$ cat src/rtl/simon_pkg.sv
// Shared definitions for the Simon front-end and game core.
//
// Contents:
//   NUM_BTN             - number of push-buttons (fixed at 4, codes are 2 bits)
//   DEBOUNCE_MS_DEFAULT - default debounce stable time in milliseconds
//   ev_state_t          - event FSM state encoding (IDLE=0, HELD=1, CHORD=2)
//   is_one_hot()        - true when exactly one bit of a button vector is set
//   one_hot_index()     - index of the set bit in a one-hot button vector
package simon_pkg;

    localparam int NUM_BTN             = 4;
    localparam int DEBOUNCE_MS_DEFAULT = 5;

    typedef enum logic [1:0] {
        ST_IDLE  = 2'd0,
        ST_HELD  = 2'd1,
        ST_CHORD = 2'd2
    } ev_state_t;

    // Clearing the lowest set bit leaves zero only when at most one bit was set.
    function automatic logic is_one_hot(input logic [NUM_BTN-1:0] v);
        return (v != '0) && ((v & (v - NUM_BTN'(1))) == '0);
    endfunction

    function automatic logic [1:0] one_hot_index(input logic [NUM_BTN-1:0] v);
        logic [1:0] idx;
        idx = '0;
        for (int i = 0; i < NUM_BTN; i++) begin
            if (v[i]) begin
                idx = 2'(i);
            end
        end
        return idx;
    endfunction

endpackage

$ cat src/rtl/button_debouncer_ms_timebase.sv
// Millisecond prescaler shared by the debouncer and, later, the game core.
//
// Ports:
//   clk             - system clock
//   rst_n           - asynchronous active-low reset
//   ticks_per_milli - clock ticks per millisecond minus one
//   ms_tick         - one-cycle pulse every ticks_per_milli+1 cycles
//
// If ticks_per_milli drops below the running count, the counter simply runs
// on to 0xFFFF and wraps before matching again.
module ms_timebase (
    input  logic        clk,
    input  logic        rst_n,
    input  logic [15:0] ticks_per_milli,
    output logic        ms_tick
);

    logic [15:0] tick_cnt;

    assign ms_tick = (tick_cnt == ticks_per_milli);

    always_ff @(posedge clk or negedge rst_n) begin
        if (!rst_n) begin
            tick_cnt <= '0;
        end else if (ms_tick) begin
            tick_cnt <= '0;
        end else begin
            tick_cnt <= tick_cnt + 16'd1;
        end
    end

endmodule

$ cat src/rtl/button_debouncer.sv
// Front-end conditioning for the four Simon push-buttons.
//
// Ports:
//   clk             - system clock
//   rst_n           - asynchronous active-low reset
//   ticks_per_milli - prescaler reload (period is ticks_per_milli+1 cycles)
//   btn_raw         - raw asynchronous button pads, active-high
//   btn_clean       - debounced button levels, feeds the game core
//   press_valid     - one-cycle pulse when exactly one button is newly pressed
//   press_code      - index of that button, held until the next press
//   release_valid   - one-cycle pulse when a single valid press is released
//   chord           - high while more than one button has been seen together
module button_debouncer #(
    parameter int DEBOUNCE_MS = simon_pkg::DEBOUNCE_MS_DEFAULT,
    parameter int NUM_BTN     = 4
) (
    input  logic               clk,
    input  logic               rst_n,
    input  logic [15:0]        ticks_per_milli,
    input  logic [NUM_BTN-1:0] btn_raw,
    output logic [NUM_BTN-1:0] btn_clean,
    output logic               press_valid,
    output logic [1:0]         press_code,
    output logic               release_valid,
    output logic               chord
);

    import simon_pkg::*;

    logic [NUM_BTN-1:0] sync_meta;
    logic [NUM_BTN-1:0] btn_sync;
    logic               ms_tick;
    ev_state_t          state;

    ms_timebase u_timebase (
        .clk             (clk),
        .rst_n           (rst_n),
        .ticks_per_milli (ticks_per_milli),
        .ms_tick         (ms_tick)
    );

    // Two-flop synchroniser for the asynchronous pads.
    always_ff @(posedge clk or negedge rst_n) begin
        if (!rst_n) begin
            sync_meta <= '0;
            btn_sync  <= '0;
        end else begin
            sync_meta <= btn_raw;
            btn_sync  <= sync_meta;
        end
    end

    // Each button accepts a new level only after it has disagreed with the
    // clean level for DEBOUNCE_MS+1 consecutive ms ticks; any bounce back
    // to the clean level restarts the window.
    for (genvar i = 0; i < NUM_BTN; i++) begin : g_db
        logic [7:0] db_cnt;
        logic       clean_q;

        always_ff @(posedge clk or negedge rst_n) begin
            if (!rst_n) begin
                db_cnt  <= '0;
                clean_q <= 1'b0;
            end else if (btn_sync[i] == clean_q) begin
                db_cnt <= '0;
            end else if (ms_tick) begin
                if (db_cnt == 8'(DEBOUNCE_MS)) begin
                    clean_q <= btn_sync[i];
                    db_cnt  <= '0;
                end else begin
                    db_cnt <= db_cnt + 8'd1;
                end
            end
        end

        assign btn_clean[i] = clean_q;
    end

    // Event FSM on the clean levels. Presses are only taken from IDLE, so a
    // held button never repeats, and a chord must fully release before the
    // next press is accepted.
    always_ff @(posedge clk or negedge rst_n) begin
        if (!rst_n) begin
            state         <= ST_IDLE;
            press_valid   <= 1'b0;
            press_code    <= '0;
            release_valid <= 1'b0;
            chord         <= 1'b0;
        end else begin
            press_valid   <= 1'b0;
            release_valid <= 1'b0;
            case (state)
                ST_IDLE: begin
                    if (is_one_hot(btn_clean)) begin
                        press_valid <= 1'b1;
                        press_code  <= one_hot_index(btn_clean);
                        state       <= ST_HELD;
                    end else if (btn_clean != '0) begin
                        chord <= 1'b1;
                        state <= ST_CHORD;
                    end
                end
                ST_HELD: begin
                    if (btn_clean == '0) begin
                        release_valid <= 1'b1;
                        state         <= ST_IDLE;
                    end else if (btn_clean != (NUM_BTN'(1) << press_code)) begin
                        chord <= 1'b1;
                        state <= ST_CHORD;
                    end
                end
                ST_CHORD: begin
                    if (btn_clean == '0) begin
                        chord <= 1'b0;
                        state <= ST_IDLE;
                    end
                end
                default: begin
                    chord <= 1'b0;
                    state <= ST_IDLE;
                end
            endcase
        end
    end

endmodule

$ cat config.mk
export PLATFORM = sky130hd
export DESIGN_NAME = button_debouncer
export DESIGN_NICKNAME = d
export VERILOG_FILES = /design/src/rtl/simon_pkg.sv /design/src/rtl/button_debouncer_ms_timebase.sv /design/src/rtl/button_debouncer.sv
export SDC_FILE = /design/constraint.sdc
export NUM_CORES = 1
export LEC_CHECK = 0
export ABC_AREA = 1
export BUFFER_PORTS_ARGS = -buffer_cell sky130_fd_sc_hd__buf_2
export CELL_PAD_IN_SITES_DETAIL_PLACEMENT = 1
export CELL_PAD_IN_SITES_GLOBAL_PLACEMENT = 1
export CORE_MARGIN = 4
export CORE_UTILIZATION = 45
export DETAILED_ROUTE_END_ITERATION = 10
export PLACE_DENSITY_LB_ADDON = 0.1
export SYNTH_ARGS = -nofsm -noshare
export SYNTH_HDL_FRONTEND = slang
export SYNTH_HIERARCHICAL = 1
export SYNTH_SLANG_ARGS = --single-unit
$ cat constraint.sdc
create_clock -name clk -period 2.5 [get_ports clk]
set_input_delay 0.5 -clock clk [delete_from_list [all_inputs] [get_ports clk]]
set_output_delay 0.5 -clock clk [all_outputs]
set_load 0.02 [all_outputs]
==> flow_summary.rst, run 1 <==
.. list-table::
   :header-rows: 1

   * - Metric
     - Value
   * - Cells after Synth
     - 519
   * - Synth-to-Final Area Change
     - 10.80%
   * - Overall overflow remaining after global route
     - 0
   * - CTS sink cnt
     - 67
   * - DRT Wirelength
     - 8927 um
   * - DRC violations left
     - 0
   * - Leakage power summed over all cells
     - 2.204 nW
   * - Most used flip-flop cell after synthesis
     - sky130_fd_sc_hd__dfrtp_1
   * - Post-Synthesis Cell Area
     - 3951 sq um
   * - Mux contribution to synthesized area
     - 0
   * - CP endpoint kind
     - flip-flop
   * - Total core area
     - 8382 sq um
   * - Launch point of the critical path
     - u_timebase/tick_cnt[7]
   * - Cell count after placement
     - 650
   * - Global-route wire length before repair
     - 16530 um
   * - TritonRoute pass-1 iters
     - 4
   * - Outcome
     - finished clean
   * - Worst hold path class
     - input pin to async pin
   * - FP Rows
     - 33
   * - Worst endpoint required time
     - 2760 ps
   * - Library cell with the highest instance count after synthesis
     - sky130_fd_sc_hd__nand2_1
   * - Worst voltage drop across the vdd grid
     - 363.3 uV
   * - Starting utilization of the core area
     - 0.4714
   * - Routability Congestion
     - 0.8163
   * - Routed length per placed instance
     - 13.42 um
   * - Post-synthesis cell type with the largest combined area
     - sky130_fd_sc_hd__dfrtp_1
   * - Setup total negative slack
     - 0 ps
   * - Number of buffers created by CTS
     - 9
   * - Number of ports placed on the die boundary
     - 31
   * - Count of input and output buffers
     - 30
   * - Worst rel slew slack
     - 0.6466
   * - Proportion of register bits with asynchronous set or reset after synthesis
     - 1.000
   * - Number of antenna diodes
     - 0
   * - Largest family of logic cells by synthesized area
     - simple AND/OR/NAND/NOR gates
   * - Crit start category
     - flip-flop
   * - Maximum number of buffers from clock root to sink
     - 2
   * - Fmax achieved
     - 0.5191 GHz
   * - Total count of hold-check failures in the final report
     - 0
   * - Die outline height
     - 101.7 um
   * - Post-CTS Repair Setup Buffers
     - 0
   * - Seq/Total Area, Yosys
     - 0.4243
   * - Register bit count reported by yosys
     - 67
   * - FILL cells
     - 1085
   * - Number of gates given a new drive strength after cts
     - 0
   * - Critical Path AT
     - 2180 ps
   * - Yosys warns
     - 6
   * - Yosys top cell area share
     - 0.4243
   * - Overall die width
     - 101.7 um
   * - Top cell types by occurrence after synthesis
     - sky130_fd_sc_hd__nand2_1 (152), sky130_fd_sc_hd__inv_1 (70), sky130_fd_sc_hd__dfrtp_1 (67), sky130_fd_sc_hd__nor2_1 (39), sky130_fd_sc_hd__nand3_1 (31)
   * - Clock-pin slew on the worst setup and hold paths
     - 70 ps
   * - H-tree levels
     - 3
   * - Fraction of layout cells with a size suffix above 1
     - 0.1786
   * - Post-Synth Simple-Gate Area
     - 0.2932
   * - Count of endpoints failing setup in the final report
     - 0
   * - Largest net degree at the start of global routing
     - 46
   * - RSZ-0062 raised after global routing
     - false
   * - Reg-to-reg slack, setup
     - 570 ps
   * - Area share of xor/xnor cells in the synthesized design
     - 0.04433
   * - TritonCTS clock tree
     - yes
   * - Number of DRC markers after the initial detailed-route iteration
     - 91
   * - Placed wire-length estimate after detailed placement
     - 6932 um
   * - Source of the worst register-to-register timing path
     - u_timebase/tick_cnt[7]
   * - Transition at the pin with the smallest max-transition slack
     - 530.1 ps
   * - Number of synthesized flops with an enable pin
     - 0
   * - Number of nets with antenna violations after routing
     - 0
   * - Synthesized net count
     - 550
   * - Net count reported at finish
     - 587
   * - Clock Root Buffer
     - sky130_fd_sc_hd__clkbuf_8
   * - Number of global-route vias before repair
     - 3683
   * - Max-cap viol count
     - 0
   * - Share of the cycle needed by the critical path after routing
     - 0.7706
   * - Crit Path Max Fanout
     - 12
   * - DR vias
     - 3400
   * - Area fraction in compound gates after synthesis
     - 0.1105
   * - Worst setup path category
     - flip-flop to flip-flop
   * - Via-per-instance ratio
     - 5.113
   * - Number of pins with negative max-slew slack in the final report
     - 0
   * - Die Footprint
     - 10340 sq um
   * - Final period demand of the worst path
     - 1926 ps
   * - Final hold slack
     - 131.3 ps
   * - Later-pin clock latency in the skew report
     - 340 ps
   * - Post-synthesis cell type count
     - 29
   * - Final setup skew
     - 12.65 ps
   * - Total global routing track utilization
     - 0.2004
   * - Cells taking the most area after synthesis
     - sky130_fd_sc_hd__dfrtp_1 (42%), sky130_fd_sc_hd__nand2_1 (14%), sky130_fd_sc_hd__inv_1 (6.6%), sky130_fd_sc_hd__nand3_1 (3.9%), sky130_fd_sc_hd__nor2_1 (3.7%)
   * - Share of the core filled with cells in the final layout
     - 0.5223
   * - Syn Area/Cell
     - 7.613 sq um
   * - Cts-stage hold buffer count
     - 0
   * - Adder-cell share of the synthesized area
     - 0.02850
   * - Final Instance Count excl. Fillers
     - 665
   * - Number of antenna violations at the first check in global routing
     - 0
   * - Total power divided by cell area
     - 636.4 nW/um^2
## cell type report
class | instances | area, sq um | area share
Multi-Input combinational cell | 357 | 1883 | 0.4301
Timing Repair Buffer | 34 | 192.7 | 0.04401
Tap cell | 105 | 131.4 | 0.03001
Clock inverter | 5 | 30.03 | 0.006859
Clock buffer | 10 | 137.6 | 0.03144
Sequential cell | 67 | 1677 | 0.3830
Inverter | 87 | 326.6 | 0.07459
## critical path: stages (launching register included)
cell                      delay, ps
sky130_fd_sc_hd__dfrtp_1        480
sky130_fd_sc_hd__inv_1           70
sky130_fd_sc_hd__nand2_1         60
sky130_fd_sc_hd__nand2_1         50
sky130_fd_sc_hd__nor2_1          80
sky130_fd_sc_hd__nand2_1         90
sky130_fd_sc_hd__nor2_4         130
sky130_fd_sc_hd__and2_2         320
sky130_fd_sc_hd__nand2_2         90
sky130_fd_sc_hd__nor2_2         240
sky130_fd_sc_hd__inv_2          100
sky130_fd_sc_hd__o22ai_1        130
## per-stage QoR
stage	total power [mW]	area (sq um)	worst slack [ps]
6_report	2.786	4378	573.6
5_1_grt	3.011	4378	388.9
4_1_cts	2.835	4378	521.0
3_5_place_dp	2.028	4210	383.3
3_3_place_gp	1.990	4210	483.3
2_1_floorplan	1.831	3951	669.1
## sequential cells by signal, summed over array words and instances, names as in the netlist
name                 flops
btn_sync                 4
chord                    1
g_db.clean_q             4
g_db.db_cnt             32
press_code               2
press_valid              1
release_valid            1
state                    2
sync_meta                4
u_timebase/tick_cnt     16
## cell usage in the layout (no fill, tap or decap), types with 9 or more instances in the layout
cell type                  synthesis  layout
sky130_fd_sc_hd__nand3_1          31      31
sky130_fd_sc_hd__o21ai_1          13      13
sky130_fd_sc_hd__buf_2             1      30
sky130_fd_sc_hd__clkbuf_8          0      10
sky130_fd_sc_hd__nand4_1          10      10
sky130_fd_sc_hd__dfrtp_1          67      67
sky130_fd_sc_hd__a21oi_1          22      22
sky130_fd_sc_hd__inv_1            70      70
sky130_fd_sc_hd__xor2_1           15      15
sky130_fd_sc_hd__nor2_1           39      39
sky130_fd_sc_hd__nand2_1         152     152
sky130_fd_sc_hd__ha_1              9       9
sky130_fd_sc_hd__inv_2            15      15
## worst paths after layout
kind,end,cells after the start
max,g_db[0].db_cnt[1],11
min,release_valid,1
max reg2reg,g_db[0].db_cnt[1],11
min reg2reg,btn_sync[0],0
max in group asynchronous,u_timebase/tick_cnt[7],2
min in group clk,sync_meta[2],1
## per-layer routing
layer  routed length (um)  GRT usage
met1                 3941     0.2419
met2                 4565     0.3581
met4                  127    0.05828
met3                  292    0.04270
met5                    0          0
## report_power, final
group | switching (mW) | total [mW] | internal (mW)
combinational | 0.391 | 0.628 | 0.237
clock | 0.411 | 0.786 | 0.376
sequential | 0.165 | 1.37 | 1.21
## cells by family after synthesis
family / after synthesis
flip-flops: 67
AO/OA/AOI/OAI: 68
XOR/XNOR: 20
buffers and inverters: 95
AND/OR/NAND/NOR: 260
adder cells (fa/ha/maj): 9
Note: power is estimated with default switching activity, not from simulation.
==> run 2: changes to the inputs <==
--- a/config.mk
+++ b/config.mk
@@ -10,7 +10,7 @@
 export CELL_PAD_IN_SITES_DETAIL_PLACEMENT = 1
 export CELL_PAD_IN_SITES_GLOBAL_PLACEMENT = 1
 export CORE_MARGIN = 4
-export CORE_UTILIZATION = 45
+export CORE_UTILIZATION = 40
 export DETAILED_ROUTE_END_ITERATION = 10
 export PLACE_DENSITY_LB_ADDON = 0.1
 export SYNTH_ARGS = -nofsm -noshare
==> constraint.sdc (replaced) <==
create_clock -name clk -period 1.7 [get_ports clk]
set_input_delay 0.34 -clock clk [delete_from_list [all_inputs] [get_ports clk]]
set_output_delay 0.34 -clock clk [all_outputs]
set_load 0.02 [all_outputs]
==> run 2 against run 1 <==
Effect of this change: the run now ends with negative setup slack left; hold slack got worse by 27 ps; sequential share of layout area decreased by 3.1 points; non-clock buffer count grew 27; global-route usage decreased by 1.3 points; first-iteration DRC count shrank 2.2%; critical path depth up 1; power increased by 60%; maximum frequency up 9.4%; flip-flop and latch count unchanged; cell area increased by 8.9%; largest power group unchanged.
==> flow_summary.rst, run 2 (same netlist as run 1, synthesis figures left out) <==
.. list-table::
   :header-rows: 1

   * - Metric
     - Value
   * - CP endpoint kind
     - flip-flop
   * - H-tree levels
     - 3 (unchanged)
   * - CTS sink cnt
     - 67 (unchanged)
   * - Count of input and output buffers
     - 30 (unchanged)
   * - Worst setup slack after placement
     - -227.7 ps (-611.0 ps)
   * - Met1 routing resource usage after global routing
     - 0.2304 (-0.01144)
   * - Depth of the worst register-to-register path
     - 12 (+1)
   * - Number of DRC markers after the initial detailed-route iteration
     - 89 (-2.2%)
   * - Leakage power summed over all cells
     - 2.366 nW (+7.3%)
   * - Worst path max stage delay
     - 380 ps (-100 ps)
   * - Total power divided by cell area
     - 936.7 nW/um^2 (+47%)
   * - Launch point of the critical path
     - u_timebase/tick_cnt[4]
   * - Top library cells by usage in the layout, fill and taps aside
     - sky130_fd_sc_hd__nand2_1 (146), sky130_fd_sc_hd__dfrtp_1 (67), sky130_fd_sc_hd__inv_1 (66), sky130_fd_sc_hd__nor2_1 (34), sky130_fd_sc_hd__buf_2 (30)
   * - Final hold slack
     - 104.5 ps (-26.79 ps)
   * - Reg-to-reg slack, setup
     - -60 ps (-630 ps)
   * - Routed length per placed instance
     - 13.63 um (+1.6%)
   * - Critical Path AT
     - 2020 ps (-160 ps)
   * - Number of ports placed on the die boundary
     - 31 (unchanged)
   * - GR Layer Usage met3
     - 0.03059 (-0.01211)
   * - Number of global-route vias before repair
     - 3752 (+1.9%)
   * - Transition at the pin with the smallest max-transition slack
     - 463.6 ps (-66.49 ps)
   * - Number of antenna diodes
     - 0 (unchanged)
   * - Net count reported at finish
     - 614 (+4.6%)
   * - Worst setup path endpoint
     - g_db[3].db_cnt[5]
   * - Overall die width
     - 107.4 um (+5.6%)
   * - RSZ-0062 raised after global routing
     - true
   * - Register containing the most flip-flops in the final layout
     - g_db.db_cnt
   * - Worst setup path category
     - flip-flop to flip-flop
   * - TritonCTS clock tree
     - yes
   * - Final Instance Count excl. Fillers
     - 720 (+8.3%)
   * - Reg-to-reg endpoint
     - g_db[3].db_cnt[5]
   * - Post-route cell area
     - 4766 sq um (+8.9%)
   * - Global-route wire length before repair
     - 17410 um (+5.3%)
   * - Later-pin clock latency in the skew report
     - 340 ps (about the same)
   * - Commonest non-fill, non-tap cell in the layout
     - sky130_fd_sc_hd__nand2_1
   * - Final period demand of the worst path
     - 1761 ps (-165.8 ps)
   * - Number of antenna violations at the first check in global routing
     - 0 (unchanged)
   * - Max-cap viol count
     - 0 (unchanged)
   * - Source of the worst register-to-register timing path
     - u_timebase/tick_cnt[4]
   * - Number of nets with antenna violations after routing
     - 0 (unchanged)
   * - Die Footprint
     - 11530 sq um (+11%)
   * - Clock Root Buffer
     - sky130_fd_sc_hd__clkbuf_8
   * - Cell count after placement
     - 701 (+7.8%)
   * - Total core area
     - 9684 sq um (+16%)
   * - Overall overflow remaining after global route
     - 0 (unchanged)
   * - Fmax achieved
     - 0.5680 GHz (+9.4%)
   * - Worst voltage drop across the vdd grid
     - 586.4 uV (+61%)
   * - Total count of hold-check failures in the final report
     - 0 (unchanged)
   * - Placed standard-cell area
     - 4443 sq um (+5.5%)
   * - Via-per-instance ratio
     - 4.874 (-4.7%)
   * - Placed wire-length estimate after detailed placement
     - 7351 um (+6.0%)
   * - Share of the cycle needed by the critical path after routing
     - 1.036 (+0.2651)
   * - Share of the core filled with cells in the final layout
     - 0.4921 (-0.03020)
   * - Maximum number of buffers from clock root to sink
     - 2 (unchanged)
   * - Routability Congestion
     - 0.7988 (-2.1%)
   * - Starting utilization of the core area
     - 0.4080 (-0.06340)
   * - Die outline height
     - 107.4 um (+5.6%)
   * - Number of flip-flops in the largest register
     - 32 (unchanged)
   * - DRT Wirelength
     - 9816 um (+10%)
   * - Worst hold path cell count
     - 1
   * - Worst hold path class
     - input pin to flip-flop
   * - DR vias
     - 3509 (+3.2%)
   * - TritonRoute pass-1 iters
     - 4 (unchanged)
   * - Largest net degree at the start of global routing
     - 31 (-33%)
   * - Setup total negative slack
     - -790.8 ps (-790.8 ps)
   * - Number of pins with negative max-slew slack in the final report
     - 0 (unchanged)
   * - DRC violations left
     - 0 (unchanged)
   * - Number of buffers created by CTS
     - 9 (unchanged)
   * - FP Rows
     - 36 (+9.1%)
   * - Worst endpoint required time
     - 1960 ps (-800 ps)
   * - Crit start category
     - flip-flop
   * - Cell seen most often among critical-path stages
     - sky130_fd_sc_hd__nand2_1
   * - Total global routing track utilization
     - 0.1875 (-0.01287)
   * - Peak-usage layer in the global routing report
     - met2
   * - Synth-to-Final Area Change
     - 20.61%
   * - Count of endpoints failing setup in the final report
     - 29 (+29)
   * - Final setup margin
     - -60.63 ps (-634.2 ps)
   * - Top flop regs
     - g_db.db_cnt: 32 flops, u_timebase/tick_cnt: 16 flops
   * - Outcome
     - finished, violations left
   * - Clock-pin slew on the worst setup and hold paths
     - 70 ps (about the same)
   * - Violated checks
     - negative setup slack
   * - Final setup skew
     - 9.909 ps (-2.738 ps)
   * - Post-layout power
     - 4.464 mW (+60%)
   * - Global routing usage on met2
     - 0.3391 (-0.01901)
   * - Crit Path Max Fanout
     - 6 (-6)
   * - Worst rel slew slack
     - 0.6909 (+0.04433)
   * - Fraction of layout cells with a size suffix above 1
     - 0.2606 (+0.08208)
   * - Slowest cell on the critical path
     - sky130_fd_sc_hd__dfrtp_1
   * - Cell-by-cell trace of the critical path
     - inv_1 > nand2_1 > nand2_1 > nor2_2 > nand2_2 > nor2_4 > and2_4 > buf_12 > nand3_4 > nor2_4 > nand2_1 > o22ai_2
[run 2: how the worst min path moves through the flow]
stage | startpoint | end | slack [ps]
2_1_floorplan | rst_n | btn_sync[0] | 40
3_3_place_gp | rst_n | g_db[3].db_cnt[2] | 310
3_5_place_dp | rst_n | btn_sync[3] | 330
4_1_cts | btn_raw[2] | sync_meta[2] | 90
5_1_grt | btn_raw[3] | sync_meta[3] | 90
6_report | btn_raw[3] | sync_meta[3] | 100
[run 2: layer usage]
metal	part of all wire	vias up
li1	-	1758
met5	0	-
met2	0.52	36
met4	0.0094	0
met3	0.027	6
met1	0.44	1709
[run 2: final cells by class]
cell class,count,area (sq um)
clock buffers,10,127.6
clock inverters,5,31.28
fillers,1217,4918
inverters,87,334.1
multi-input cells,357,2007
flip-flops and latches,67,1677
well taps,133,166.4
repair buffers,61,422.9
[run 2: what timing repair did]
item | 4_1_cts | 5_1_grt
hold buffers | 1 | 0
hold endpoints to repair | 15 | 0
setup buffers | 2 | 3
endpoints found under the setup margin | 32 | 36
cloned | 1 | 0
resized for setup | 21 | 18
pin swaps | 9 | 20
[run 2: worst max-delay path, delay by kind of cell (launching register included)]
family	cells	cell delay [ps]
AOI/OAI and AO/OA	1	110
buffers and inverters	2	200
DFF	1	380
and+or+nand+nor	9	990
[run 2: power by group]
part / internal (mW) / leakage [nW] / switching, mW / total (mW)
registers: 1.78 / 0.872 / 0.159 / 1.93
clock network: 0.516 / 0.0819 / 0.623 / 1.14
logic: 0.624 / 1.41 / 0.767 / 1.39
